==> config.mk <==
export PLATFORM = sky130hd
export DESIGN_NAME = mem_sweep_initiator_2ports
export DESIGN_NICKNAME = d
export VERILOG_FILES = /design/src/rtl/mem_sweep_initiator_2ports.sv
export SDC_FILE = /design/constraint.sdc
export NUM_CORES = 1
export LEC_CHECK = 0
export CAP_MARGIN = 20
export CORE_MARGIN = 1.5
export CORE_UTILIZATION = 48
export DETAILED_ROUTE_END_ITERATION = 10
export PLACE_DENSITY = 0.87
export SETUP_SLACK_MARGIN = 0.4
export SLEW_MARGIN = 10
export SYNTH_ARGS = -nofsm -noshare
export SYNTH_HDL_FRONTEND = slang
export SYNTH_SLANG_ARGS = --single-unit
==> constraint.sdc <==
create_clock -name clk -period 6.4 [get_ports clk]
set_clock_uncertainty 0.15 [all_clocks]
set_input_delay 1.92 -clock clk [delete_from_list [all_inputs] [get_ports clk]]
set_output_delay 1.92 -clock clk [all_outputs]
set_load 0.005 [all_outputs]
==> src/rtl/mem_sweep_initiator_2ports.sv <==
`default_nettype none
// ============================================================================
//  Module   : mem_sweep_initiator_2ports
//  Purpose  : Dual-port val/rdy mem-msg initiator. On go it writes a seeded
//             pattern across a word range, reads it back and checks every
//             response. Port 0 owns even word indices, port 1 owns odd ones.
//  Revision : 1.0 - initial release
// ============================================================================
module mem_sweep_initiator_2ports #(
    parameter int p_opaque_nbits    = 8,
    parameter int p_addr_nbits      = 32,
    parameter int p_data_nbits      = 32,
    parameter int p_max_outstanding = 4
) (
    input  logic                                                   clk,
    input  logic                                                   reset,
    input  logic                                                   go_i,
    input  logic [p_addr_nbits-1:0]                                base_addr_i,
    input  logic [15:0]                                            num_words_i,
    input  logic [p_data_nbits-1:0]                                seed_i,
    output logic                                                   memreq0_val_o,
    input  logic                                                   memreq0_rdy_i,
    output logic [3+p_opaque_nbits+p_addr_nbits+2+p_data_nbits-1:0] memreq0_msg_o,
    input  logic                                                   memresp0_val_i,
    output logic                                                   memresp0_rdy_o,
    input  logic [3+p_opaque_nbits+2+2+p_data_nbits-1:0]           memresp0_msg_i,
    output logic                                                   memreq1_val_o,
    input  logic                                                   memreq1_rdy_i,
    output logic [3+p_opaque_nbits+p_addr_nbits+2+p_data_nbits-1:0] memreq1_msg_o,
    input  logic                                                   memresp1_val_i,
    output logic                                                   memresp1_rdy_o,
    input  logic [3+p_opaque_nbits+2+2+p_data_nbits-1:0]           memresp1_msg_i,
    output logic                                                   done_o,
    output logic                                                   pass_o,
    output logic [15:0]                                            err_count_o,
    output logic [p_addr_nbits-1:0]                                first_err_addr_o
);
    localparam int c_O      = p_opaque_nbits;
    localparam int c_A      = p_addr_nbits;
    localparam int c_D      = p_data_nbits;
    localparam int c_REQ_W  = 3 + c_O + c_A + 2 + c_D;
    localparam int c_RESP_W = 3 + c_O + 2 + 2 + c_D;
    localparam int c_OUT_W  = $clog2(p_max_outstanding) + 1;
    localparam logic [c_A-1:0]     c_BYTES   = c_A'(c_D / 8);
    localparam logic [c_OUT_W-1:0] c_MAX_OUT = c_OUT_W'(p_max_outstanding);

    typedef enum logic [2:0] {
        S_IDLE   = 3'd0,
        S_WRITE  = 3'd1,
        S_WDRAIN = 3'd2,
        S_READ   = 3'd3,
        S_RDRAIN = 3'd4,
        S_DONE   = 3'd5
    } state_t;

    state_t             state_q, state_d;
    logic [c_A-1:0]     base_q;
    logic [15:0]        num_q;
    logic [c_D-1:0]     seed_q;
    logic [15:0]        err_q, err_d;
    logic [c_A-1:0]     ferr_q, ferr_d;
    logic               done_q, done_d, pass_q, pass_d;
    logic [17:0]        w_err_sum;

    logic               w_go_accept, w_to_read, w_sweeping, w_wr_phase, w_issuing;
    logic [1:0]         w_req_val, w_req_rdy, w_req_fire, w_rsp_val, w_rsp_fire;
    logic [1:0]         w_issue_done, w_outs_zero, w_err;
    logic [c_A-1:0]     w_err_addr [2];
    logic [c_REQ_W-1:0] w_req_msg  [2];
    logic [c_RESP_W-1:0] w_rsp_msg [2];

    assign w_req_rdy    = {memreq1_rdy_i, memreq0_rdy_i};
    assign w_rsp_val    = {memresp1_val_i, memresp0_val_i};
    assign w_rsp_msg[0] = memresp0_msg_i;
    assign w_rsp_msg[1] = memresp1_msg_i;

    assign memreq0_val_o  = w_req_val[0];
    assign memreq1_val_o  = w_req_val[1];
    assign memreq0_msg_o  = w_req_msg[0];
    assign memreq1_msg_o  = w_req_msg[1];
    // Responses are always accepted; outside a sweep they are counted as errors.
    assign memresp0_rdy_o = 1'b1;
    assign memresp1_rdy_o = 1'b1;

    assign w_go_accept = go_i && (state_q == S_IDLE || state_q == S_DONE);
    assign w_sweeping  = !(state_q == S_IDLE || state_q == S_DONE);
    assign w_wr_phase  = (state_q == S_WRITE) || (state_q == S_WDRAIN);
    assign w_issuing   = (state_q == S_WRITE) || (state_q == S_READ);
    assign w_to_read   = w_wr_phase && (state_d == S_READ);

    // Sweep sequencing; drain states are skipped when nothing is outstanding.
    always_comb begin
        state_d = state_q;
        case (state_q)
            S_IDLE, S_DONE: if (w_go_accept) state_d = S_WRITE;
            S_WRITE:  if (&w_issue_done) state_d = (&w_outs_zero) ? S_READ : S_WDRAIN;
            S_WDRAIN: if (&w_outs_zero)  state_d = S_READ;
            S_READ:   if (&w_issue_done) state_d = (&w_outs_zero) ? S_DONE : S_RDRAIN;
            S_RDRAIN: if (&w_outs_zero)  state_d = S_DONE;
            default:  state_d = S_IDLE;
        endcase
    end

    for (genvar p = 0; p < 2; p++) begin : g_port
        logic [15:0]        issued_q, rsp_idx_q, w_nwords;
        logic [c_OUT_W-1:0] outs_q;
        logic [c_O-1:0]     seq_q, rsp_opq_q, w_rsp_opq;
        logic [c_A-1:0]     w_req_addr, w_exp_addr;
        logic [c_D-1:0]     w_req_data, w_rsp_data;
        logic [2:0]         w_rsp_type;
        logic               w_rsp_spare, w_bad;

        // Port 0 gets ceil(n/2) words, port 1 gets floor(n/2).
        assign w_nwords        = 16'((17'(num_q) + 17'(1 - p)) >> 1);
        assign w_issue_done[p] = (issued_q >= w_nwords);
        assign w_outs_zero[p]  = (outs_q == '0);
        assign w_req_val[p]    = w_issuing && !w_issue_done[p] && (outs_q < c_MAX_OUT);
        assign w_req_fire[p]   = w_req_val[p] && w_req_rdy[p];
        assign w_rsp_fire[p]   = w_rsp_val[p];

        // Word index k = 2*j + p, so the port bit is the index LSB.
        assign w_req_addr    = base_q + c_A'({issued_q, 1'(p)}) * c_BYTES;
        assign w_req_data    = (state_q == S_WRITE) ? (seed_q ^ c_D'(w_req_addr)) : '0;
        assign w_req_msg[p]  = {(state_q == S_WRITE) ? 3'd1 : 3'd0, seq_q, w_req_addr,
                                2'b00, w_req_data};

        assign w_rsp_type  = w_rsp_msg[p][c_RESP_W-1 -: 3];
        assign w_rsp_opq   = w_rsp_msg[p][c_RESP_W-4 -: c_O];
        assign w_rsp_data  = w_rsp_msg[p][c_D-1:0];
        // test/len carry nothing for this initiator; folded so every bit has a reader.
        assign w_rsp_spare = ^w_rsp_msg[p][c_D+3 -: 4];
        // Responses come back in order, so the response index names the word.
        assign w_exp_addr  = base_q + c_A'({rsp_idx_q, 1'(p)}) * c_BYTES;
        assign w_bad       = !w_sweeping
                           || (w_rsp_type != (w_wr_phase ? 3'd1 : 3'd0))
                           || (w_rsp_opq != rsp_opq_q)
                           || (!w_wr_phase && (w_rsp_data != (seed_q ^ c_D'(w_exp_addr))));
        assign w_err[p]      = w_rsp_fire[p] && (w_bad || (w_rsp_spare && 1'b0));
        assign w_err_addr[p] = w_sweeping ? w_exp_addr : '0;

        // Per-port issue/response indices, outstanding count and opaque sequence.
        always_ff @(posedge clk) begin
            if (reset || w_go_accept) begin
                issued_q  <= '0;
                rsp_idx_q <= '0;
                outs_q    <= '0;
                seq_q     <= '0;
                rsp_opq_q <= '0;
            end else begin
                if (w_to_read) begin
                    issued_q  <= '0;
                    rsp_idx_q <= '0;
                end else begin
                    issued_q  <= issued_q + 16'(w_req_fire[p]);
                    rsp_idx_q <= rsp_idx_q + 16'(w_rsp_fire[p] && w_sweeping);
                end
                seq_q     <= seq_q + c_O'(w_req_fire[p]);
                rsp_opq_q <= rsp_opq_q + c_O'(w_rsp_fire[p] && w_sweeping);
                if (w_req_fire[p] && !w_rsp_fire[p]) begin
                    outs_q <= outs_q + c_OUT_W'(1);
                end else if (!w_req_fire[p] && w_rsp_fire[p] && outs_q != '0) begin
                    outs_q <= outs_q - c_OUT_W'(1);
                end
            end
        end
    end

    // Error accumulation and completion status; port 0 wins a same-cycle tie.
    always_comb begin
        w_err_sum = 18'(err_q) + 18'(w_err[0]) + 18'(w_err[1]);
        err_d     = err_q;
        ferr_d    = ferr_q;
        if (w_go_accept) begin
            err_d  = '0;
            ferr_d = '0;
        end else begin
            err_d = (w_err_sum > 18'h0FFFF) ? 16'hFFFF : w_err_sum[15:0];
            if (err_q == 16'd0 && (|w_err)) begin
                ferr_d = w_err[0] ? w_err_addr[0] : w_err_addr[1];
            end
        end
        done_d = (state_d == S_DONE);
        pass_d = done_d && (err_d == 16'd0);
    end

    // State, latched sweep inputs and status registers.
    always_ff @(posedge clk) begin
        if (reset) begin
            state_q <= S_IDLE;
            base_q  <= '0;
            num_q   <= '0;
            seed_q  <= '0;
            err_q   <= '0;
            ferr_q  <= '0;
            done_q  <= 1'b0;
            pass_q  <= 1'b0;
        end else begin
            state_q <= state_d;
            if (w_go_accept) begin
                base_q <= base_addr_i;
                num_q  <= num_words_i;
                seed_q <= seed_i;
            end
            err_q  <= err_d;
            ferr_q <= ferr_d;
            done_q <= done_d;
            pass_q <= pass_d;
        end
    end

    assign done_o           = done_q;
    assign pass_o           = pass_q;
    assign err_count_o      = err_q;
    assign first_err_addr_o = ferr_q;

endmodule
`default_nettype wire

==> qor.csv, run 1 <==
metric,value,unit
crit path cell chain,clkdlybuf4s50_1 -> xnor2_4 -> xnor2_1 -> o21ai_0 -> a221oi_1 -> o31ai_1 -> a2111oi_1 -> buf_4 -> and4b_1 -> nand4_1 -> o21a_1 -> fa_2 -> ha_4 -> nand3_2 -> nand2_1 -> mux2_4 -> o22ai_2 -> nand4_1 -> nor2_1 -> a21oi_2 -> a2111oi_2,
DR pass1 iterations,9,
CP Capture Type,flop,
Crit Reg-Reg Startpoint,base_q[3],
Clock Pin Slew Worst Setup and Hold Paths,0.06,ns
gr usage total,36.0,%
share of the yosys chip area belonging to registers,25.6,%
Worst EP arrival,6.36,ns
crit path max fanout,5,
top_reg_cell synth,dfxtp_1,
LEAKAGE,10.2,nW
maximum vdd drop,0.000151,V
# rows,71,
maximum buffer depth of the clock tree,3,
Util after Layout,66.0,%
Top-Level Pins,389,
antenna violations before repair,4,
"Avg Cell Area, Syn",7.70,µm²
hold_ws,0.307,ns
gpl congestion,0.985,
layout cell share with drive strength beyond 1,13.0,%
clock power share,35.9,%
initial core utilization,48.8,%
Residual DRC,0,
ys async rst share,0,%
initial DRC count,1635,
CP Class,in -> reg,
PortBufs,370,
Post-DRT Antenna Nets,0,
hold path endpoint,first_err_addr_o[0],
synth warn,0,
first-pass GRT wire length,110,mm
Comb power frac,27.5,%
slowest CP cell,clkdlybuf4s50_1,
worst skew pair latency,0.58,ns
reg2reg setup slack,0.43,ns
"Min Clock Period, post-route",6.05,ns
sw power,1.41,mW
hold path depth,2,
Post-DP HPWL,56.7,mm
RSZ-0062 raised after global routing,true,
total wire length,74.2,mm
max_cap viols,0,
largest net degree at the start of global routing,89,
Die Height,199,µm
Worst path most repeated cell,nand4_1,
Crit path required time,6.72,ns
Seq pwr share,36.6,%
sw frac,32.0,%
Routed wire per std cell,22.1,µm
drt via density,5.95,
worst hold start,first_err_addr_o[0],
Worst path max stage delay,0.54,ns
"commonest cells after routing, fill and taps aside","clkdlybuf4s50_1 (312), nand2_1 (284), xnor2_1 (239)",
Slew @ Worst Pin,1.03,ns
"most common cell after layout, fill and taps aside",clkdlybuf4s50_1,
Worst Reg-to-Reg Cells,23,
Yosys reg bits,235,
vias in the first global route,19100,
"Hold Violations, Final",0,
startpoint types,input port,
Die Wd,199,µm
grt total ovfl,0,
CTS root buffer,clkbuf_16,
area delta synth->final,35.2,%
number of enable flip-flop cells after synthesis,0,
CTS Buf Count,27,
Worst Path Buf+Inv,2,
multi-input logic area,13400,µm²
CTS tree,done,
register area,4710,µm²
die area,39500,µm²
Fillers,3140,
PD cells,177,nW/µm²
cts hold-fix bufs,0,
"delay-heaviest family, CP",compound AO/OA/AOI/OAI gates,
fin. max-slew vios,0,
Final #Nets,3117,
Slew headroom,31.3,%
Hold WC Path Type,reg -> reg,
htree depth,1,
Setup Viol. Count Final,0,
Mapped Cells,2387,
RR Endpoint,pass_o,
final period utilization,94.5,%
Int Pwr,3.00,mW
vias,19900,
clk sink count,235,
outcome,completed,
Max Fclk,165,MHz
Netlist cell types,94,
Core Footprint,37700,µm²
Post-Syn Area,18400,µm²
-- power groups by stage --
stage	logic [mW]	clock network [mW]	registers, mW
final	1.21	1.58	1.61
after global routing	1.30	1.65	1.62
after CTS	1.19	1.59	1.61
after detailed placement	1.16	0	1.64
after global placement	1.14	0	1.64
after floorplan	0.658	0	1.59
-- worst max path at each step --
stage	startpoint	to	depth (start not counted)
floorplan	memresp0_msg_i[14]	pass_o	22
global placement	memresp0_msg_i[14]	pass_o	19
detailed placement	memresp1_msg_i[3]	pass_o	22
CTS	base_q[3]	memreq1_msg_o[15]	15
global route	memresp0_msg_i[15]	pass_o	22
finish	memresp1_msg_i[11]	pass_o	21
-- cell families after synthesis --
| group | Yosys count | share of synthesized area [%] |
|---|---|---|
| other cells | 2 | 0.0408 |
| fa+ha+maj | 120 | 8.45 |
| mux | 15 | 0.837 |
| compound gates | 473 | 17.3 |
| simple gates | 961 | 24.9 |
| xor+xnor | 369 | 17.8 |
| flops | 235 | 25.6 |
| buf+inv | 212 | 5.03 |
-- sequential cells by signal, indices dropped and copies added, names as in the netlist, 6 cells and up --
register and flops:
first_err_addr_o 32, num_q 16, g_port.rsp_idx_q 32, g_port.seq_q 16, seed_q 32, g_port.issued_q 32, base_q 32, g_port.rsp_opq_q 16
err_count_o 16, g_port.outs_q 6
-- tightest hold or removal path, stage by stage (launching register included) --
cell and delay (ns):
dfxtp_1 0.31, nand2_1 0.05, a21oi_1 0.05
-- Yosys cell counts, drive strengths merged (5+ instances only) --
library cell	number	area, µm²
a211oi	24	190
buf	42	288
ha	113	1410
nand3	101	505
xnor2	252	2210
a21oi	170	855
mux2i	12	120
nor3	104	531
o2111ai	13	120
nor4	31	194
nand2	301	1130
o211ai	12	95.1
a22oi	5	37.5
a311oi	8	101
a2111oi	9	78.8
o22ai	9	56.3
and3	52	325
inv	61	229
or2	14	90.1
nand4	36	225
o21bai	16	120
a21o	31	233
or3	24	155
nor3b	13	97.6
o31ai	12	90.1
nand2b	19	119
o21a	16	120
xor2	114	1010
a31oi	9	56.3
dfxtp	235	4700
and2	26	165
o211a	5	50.1
or4	9	71.3
nor2	205	772
o21ai	65	337
nor2b	10	62.6
a211o	8	70.1
fa	7	140
a221oi	13	120
clkbuf	109	409
-- repair_timing --
item	in CTS	in global routing
resized for setup	126	83
setup buffers	24	28
pin swaps	53	46
endpoints found under the setup margin	88	64
-- final cells by class --
type / count / area share [%]
repair buffers: 543 / 20.2
clock buffers: 34 / 2.94
diodes: 4 / 0.0403
well taps: 511 / 2.57
multi-input cells: 1948 / 53.7
clock inverters: 14 / 0.614
flip-flops and latches: 235 / 19.0
inverters: 61 / 0.921
-- per-layer routing --
| metal | track usage (%) | vias up | wire length [µm] |
|---|---|---|---|
| met3 | 5.80 | 216 | 6330 |
| met5 | 0 | - | 12 |
| met4 | 18.8 | 2 | 4040 |
| met1 | 44.9 | 9461 | 29300 |
| li1 | - | 9223 | - |
| met2 | 59.9 | 1018 | 34500 |
-- metrics by stage --
step / setup slack [ns] / cells / instance area [µm²] / setup TNS [ns] / power (mW)
after floorplan: 0.0997 / 2395 / 18500 / 0 / 2.25
after global placement: -0.627 / 3246 / 23100 / -1.72 / 2.78
after detailed placement: -0.884 / 3246 / 23100 / -4.43 / 2.80
after CTS: 0.301 / 3318 / 24500 / 0 / 4.38
after global routing: 0.132 / 3349 / 24900 / 0 / 4.57
final: 0.355 / 3350 / 24900 / 0 / 4.41
Power figures use the tool's default switching activity.
==> inputs of run 2 (changes only) <==
Settings changed: ABC_AREA set to 1, PLACE_DENSITY 0.87 to 0.86, SETUP_SLACK_MARGIN 0.4 to 0.1.
==> run 2 against run 1 <==
Non-clock buffer count decreased by 131. Worst hold slack improved by 0.014 ns. Die area increased by 3.4%. Design area decreased by 1.5%. Fmax decreased by 2.0%. Sequential power increased by 2%. Combinational power about the same. Critical path depth decreased by 5. Cell count increased by 18%. Largest cell class unchanged.
==> qor.csv, run 2 <==
metric,value,unit,change
outcome,completed,,
LEAKAGE,11.4,nW,+12%
layout cell share with drive strength beyond 1,4.67,%,-8.3 points
CP Capture Type,output port,,
register area,4710,µm²,-0.13%
gpl congestion,1.06,,+7.9%
hold path depth,2,,unchanged
Core Footprint,38900,µm²,+3.3%
Netlist cell types,49,,-48%
Hold WC Path Type,reg -> reg,,
RSZ-0062 raised after global routing,true,,
"Min Clock Period, post-route",6.17,ns,+0.122 ns
Max Fclk,162,MHz,-2.0%
first-pass GRT wire length,105,mm,-4.3%
Routed wire per std cell,17.2,µm,-22%
"top cells by area, synth","dfxtp_1 (25%), nand2_1 (16%), inv_1 (8.1%)",,
Top-Level Pins,389,,unchanged
Mapped Cells,3076,,+29%
fin. max-slew vios,0,,unchanged
Sum Neg Setup Slack,0,ns,unchanged
CTS root buffer,clkbuf_16,,
vias in the first global route,19800,,+4.1%
hold path endpoint,seed_q[2],,
initial DRC count,1729,,+5.7%
CP Class,reg -> out,,
"Hold Violations, Final",0,,unchanged
Yosys top cell area share,24.7,%,-0.86 points
Die Wd,202,µm,+1.7%
Setup Viol. Count Final,0,,unchanged
Final #Nets,3722,,+19%
area delta synth->final,28.6,%,
Post-DP HPWL,53.3,mm,-6.0%
most frequent cells after synthesis,"nand2_1 (812), inv_1 (409), nor2_1 (408)",,
reg2reg setup slack,0.72,ns,+0.29 ns
PortBufs,370,,unchanged
top-count cell post-synth,nand2_1,,
final period utilization,96.4,%,+1.9 points
top_reg_cell synth,dfxtp_1,,
leading area contributor after synthesis,dfxtp_1,,
clk sink count,235,,unchanged
Yosys reg bits,235,,unchanged
Post-Syn Area,19000,µm²,+3.5%
slowest CP cell,clkdlybuf4s50_1,,
Residual DRC,0,,unchanged
vias,21000,,+5.5%
pre-CTS WS,-0.107,ns,+0.777 ns
maximum buffer depth of the clock tree,3,,unchanged
Worst Reg-to-Reg Cells,38,,+65%
"most common cell after layout, fill and taps aside",nand2_1,,
DR pass1 iterations,6,,-3
PD cells,196,nW/µm²,+10%
Setup WS post-layout,0.232,ns,-0.122 ns
htree depth,1,,unchanged
initial core utilization,48.9,%,+0.076 points
Clock Pin Slew Worst Setup and Hold Paths,0.06,ns,about the same
RR Endpoint,pass_o,,
largest net degree at the start of global routing,81,,-9.0%
Fillers,3549,,+13%
Crit path required time,4.33,ns,-2.39 ns
synth warn,0,,unchanged
# rows,72,,+1.4%
maximum vdd drop,0.000210,V,+39%
gr usage total,32.7,%,-3.4 points
crit path cell chain,nand3_1 -> nor3_2 -> inv_1 -> nor3_2 -> inv_1 -> nor4_2 -> nand4_1 -> nor3_1 -> xor2_1 -> ha_1 -> nand2_1 -> nor2_1 -> a211oi_1 -> nand2_2 -> nor3_4 -> clkdlybuf4s50_1,,
"commonest cells after routing, fill and taps aside","nand2_1 (808), inv_1 (408), nor2_1 (403)",,
ys async rst share,0,%,unchanged
Worst path max stage delay,0.56,ns,+0.02 ns
antenna violations before repair,6,,+2
CTS Buf Count,30,,+11%
drt via density,5.30,,-11%
"Avg Cell Area, Syn",6.19,µm²,-20%
multi-input logic area,12400,µm²,-7.1%
crit path max fanout,4,,-1
share of the yosys chip area belonging to registers,24.7,%,-0.86 points
max_cap viols,0,,unchanged
Post-DRT Antenna Nets,0,,unchanged
number of enable flip-flop cells after synthesis,0,,unchanged
startpoint types,flop,,
Crit Reg-Reg Startpoint,base_q[2],,
Worst EP arrival,4.10,ns,-2.26 ns
CTS tree,done,,
die area,40900,µm²,+3.4%
worst skew pair latency,0.60,ns,+0.02 ns
Slew headroom,35.5,%,+4.1 points
Slew @ Worst Pin,0.958,ns,-0.0719 ns
total wire length,68.4,mm,-7.8%
grt total ovfl,0,,unchanged
Die Height,202,µm,+1.7%
worst hold start,seed_q[2],,
run 2: changes by cell type in the layout (fill, tap and decap cells not counted), moves of 23 or more:
| cell | change |
|---|---|
| a21o_1 | -23 |
| a21oi_1 | +24 |
| and3_1 | -50 |
| buf_4 | -123 |
| clkdlybuf4s50_1 | +57 |
| inv_1 | +347 |
| nand2_1 | +524 |
| nand3_1 | +129 |
| nor2_1 | +207 |
| nor3_1 | -55 |
| o21ai_0 | +90 |
| or3_1 | -23 |
| xnor2_1 | -171 |
run 2: repair_timing:
action,in CTS,in global routing
hold buffers,0,0
pin swaps,2,3
hold endpoints to repair,0,0
gates resized for setup,10,20
buffers inserted,1,3
setup endpoints to repair,11,23
run 2: per-stage QoR:
step	std cells	hold WS, ns	total power, mW	area [µm²]	utilization (%)
3_5_place_dp	3903	0.310	2.85	23200	59.6
5_1_grt	3965	0.343	4.99	24500	62.9
2_1_floorplan	3084	0.294	2.32	19100	-
4_1_cts	3960	0.320	4.79	24400	62.6
3_3_place_gp	3903	0.304	2.84	23200	59.6
6_report	3967	0.321	4.79	24500	62.9
run 2: worst max-delay path by stage:
stage / endpoint / from / slack, ns
after global placement: pass_o / memresp0_msg_i[3] / -0.03
final: memreq0_val_o / num_q[1] / 0.23
after global routing: memreq0_val_o / num_q[1] / -0.03
after CTS: memreq0_val_o / num_q[1] / 0.12
after floorplan: pass_o / memresp0_msg_i[6] / 1.09
after detailed placement: pass_o / memresp0_msg_i[0] / -0.11
run 2: cell families after synthesis:
group                      Yosys count  synth area share, %
adders and majority gates          120                 8.17
other                                2               0.0395
buffers and inverters              521                 11.0
and+or+nand+nor                   1625                 36.1
AOI/OAI and AO/OA                  367                 10.2
DFF                                235                 24.7
xor gates and xnor gates           206                 9.77
run 2: final cells by class:
| cell class | count | share of cell area [%] |
|---|---|---|
| Clock buffer | 39 | 3.49 |
| Antenna cell | 4 | 0.0409 |
| Sequential cell | 235 | 19.2 |
| Inverter | 414 | 6.35 |
| Multi-Input combinational cell | 2328 | 50.7 |
| Timing Repair Buffer | 412 | 16.4 |
| Tap cell | 518 | 2.65 |
| Clock inverter | 17 | 1.15 |
run 2: critical path, delay by kind of cell, from the launching register on:
kind,cells,cell delay (ns)
AND/OR/NAND/NOR,10,1.70
XOR/XNOR,1,0.17
flip-flops,1,0.41
buffers and inverters,3,0.78
adder cells (fa/ha/maj),1,0.24
AO/OA/AOI/OAI,1,0.20
run 2: where the power goes:
| part | internal, mW | leakage (nW) | switching, mW |
|---|---|---|---|
| clock network | 1.19 | 0.549 | 0.738 |
| logic | 0.543 | 8.95 | 0.665 |
| registers | 1.54 | 1.92 | 0.115 |
| total | 3.27 | 11.4 | 1.52 |
run 2: layer usage:
metal	track usage, %	vias up	wire length (µm)
met3	5.59	246	5510
met2	53.2	915	30100
met4	21.2	8	4890
met5	0	-	53
li1	-	10500	-
met1	39.8	9396	27800
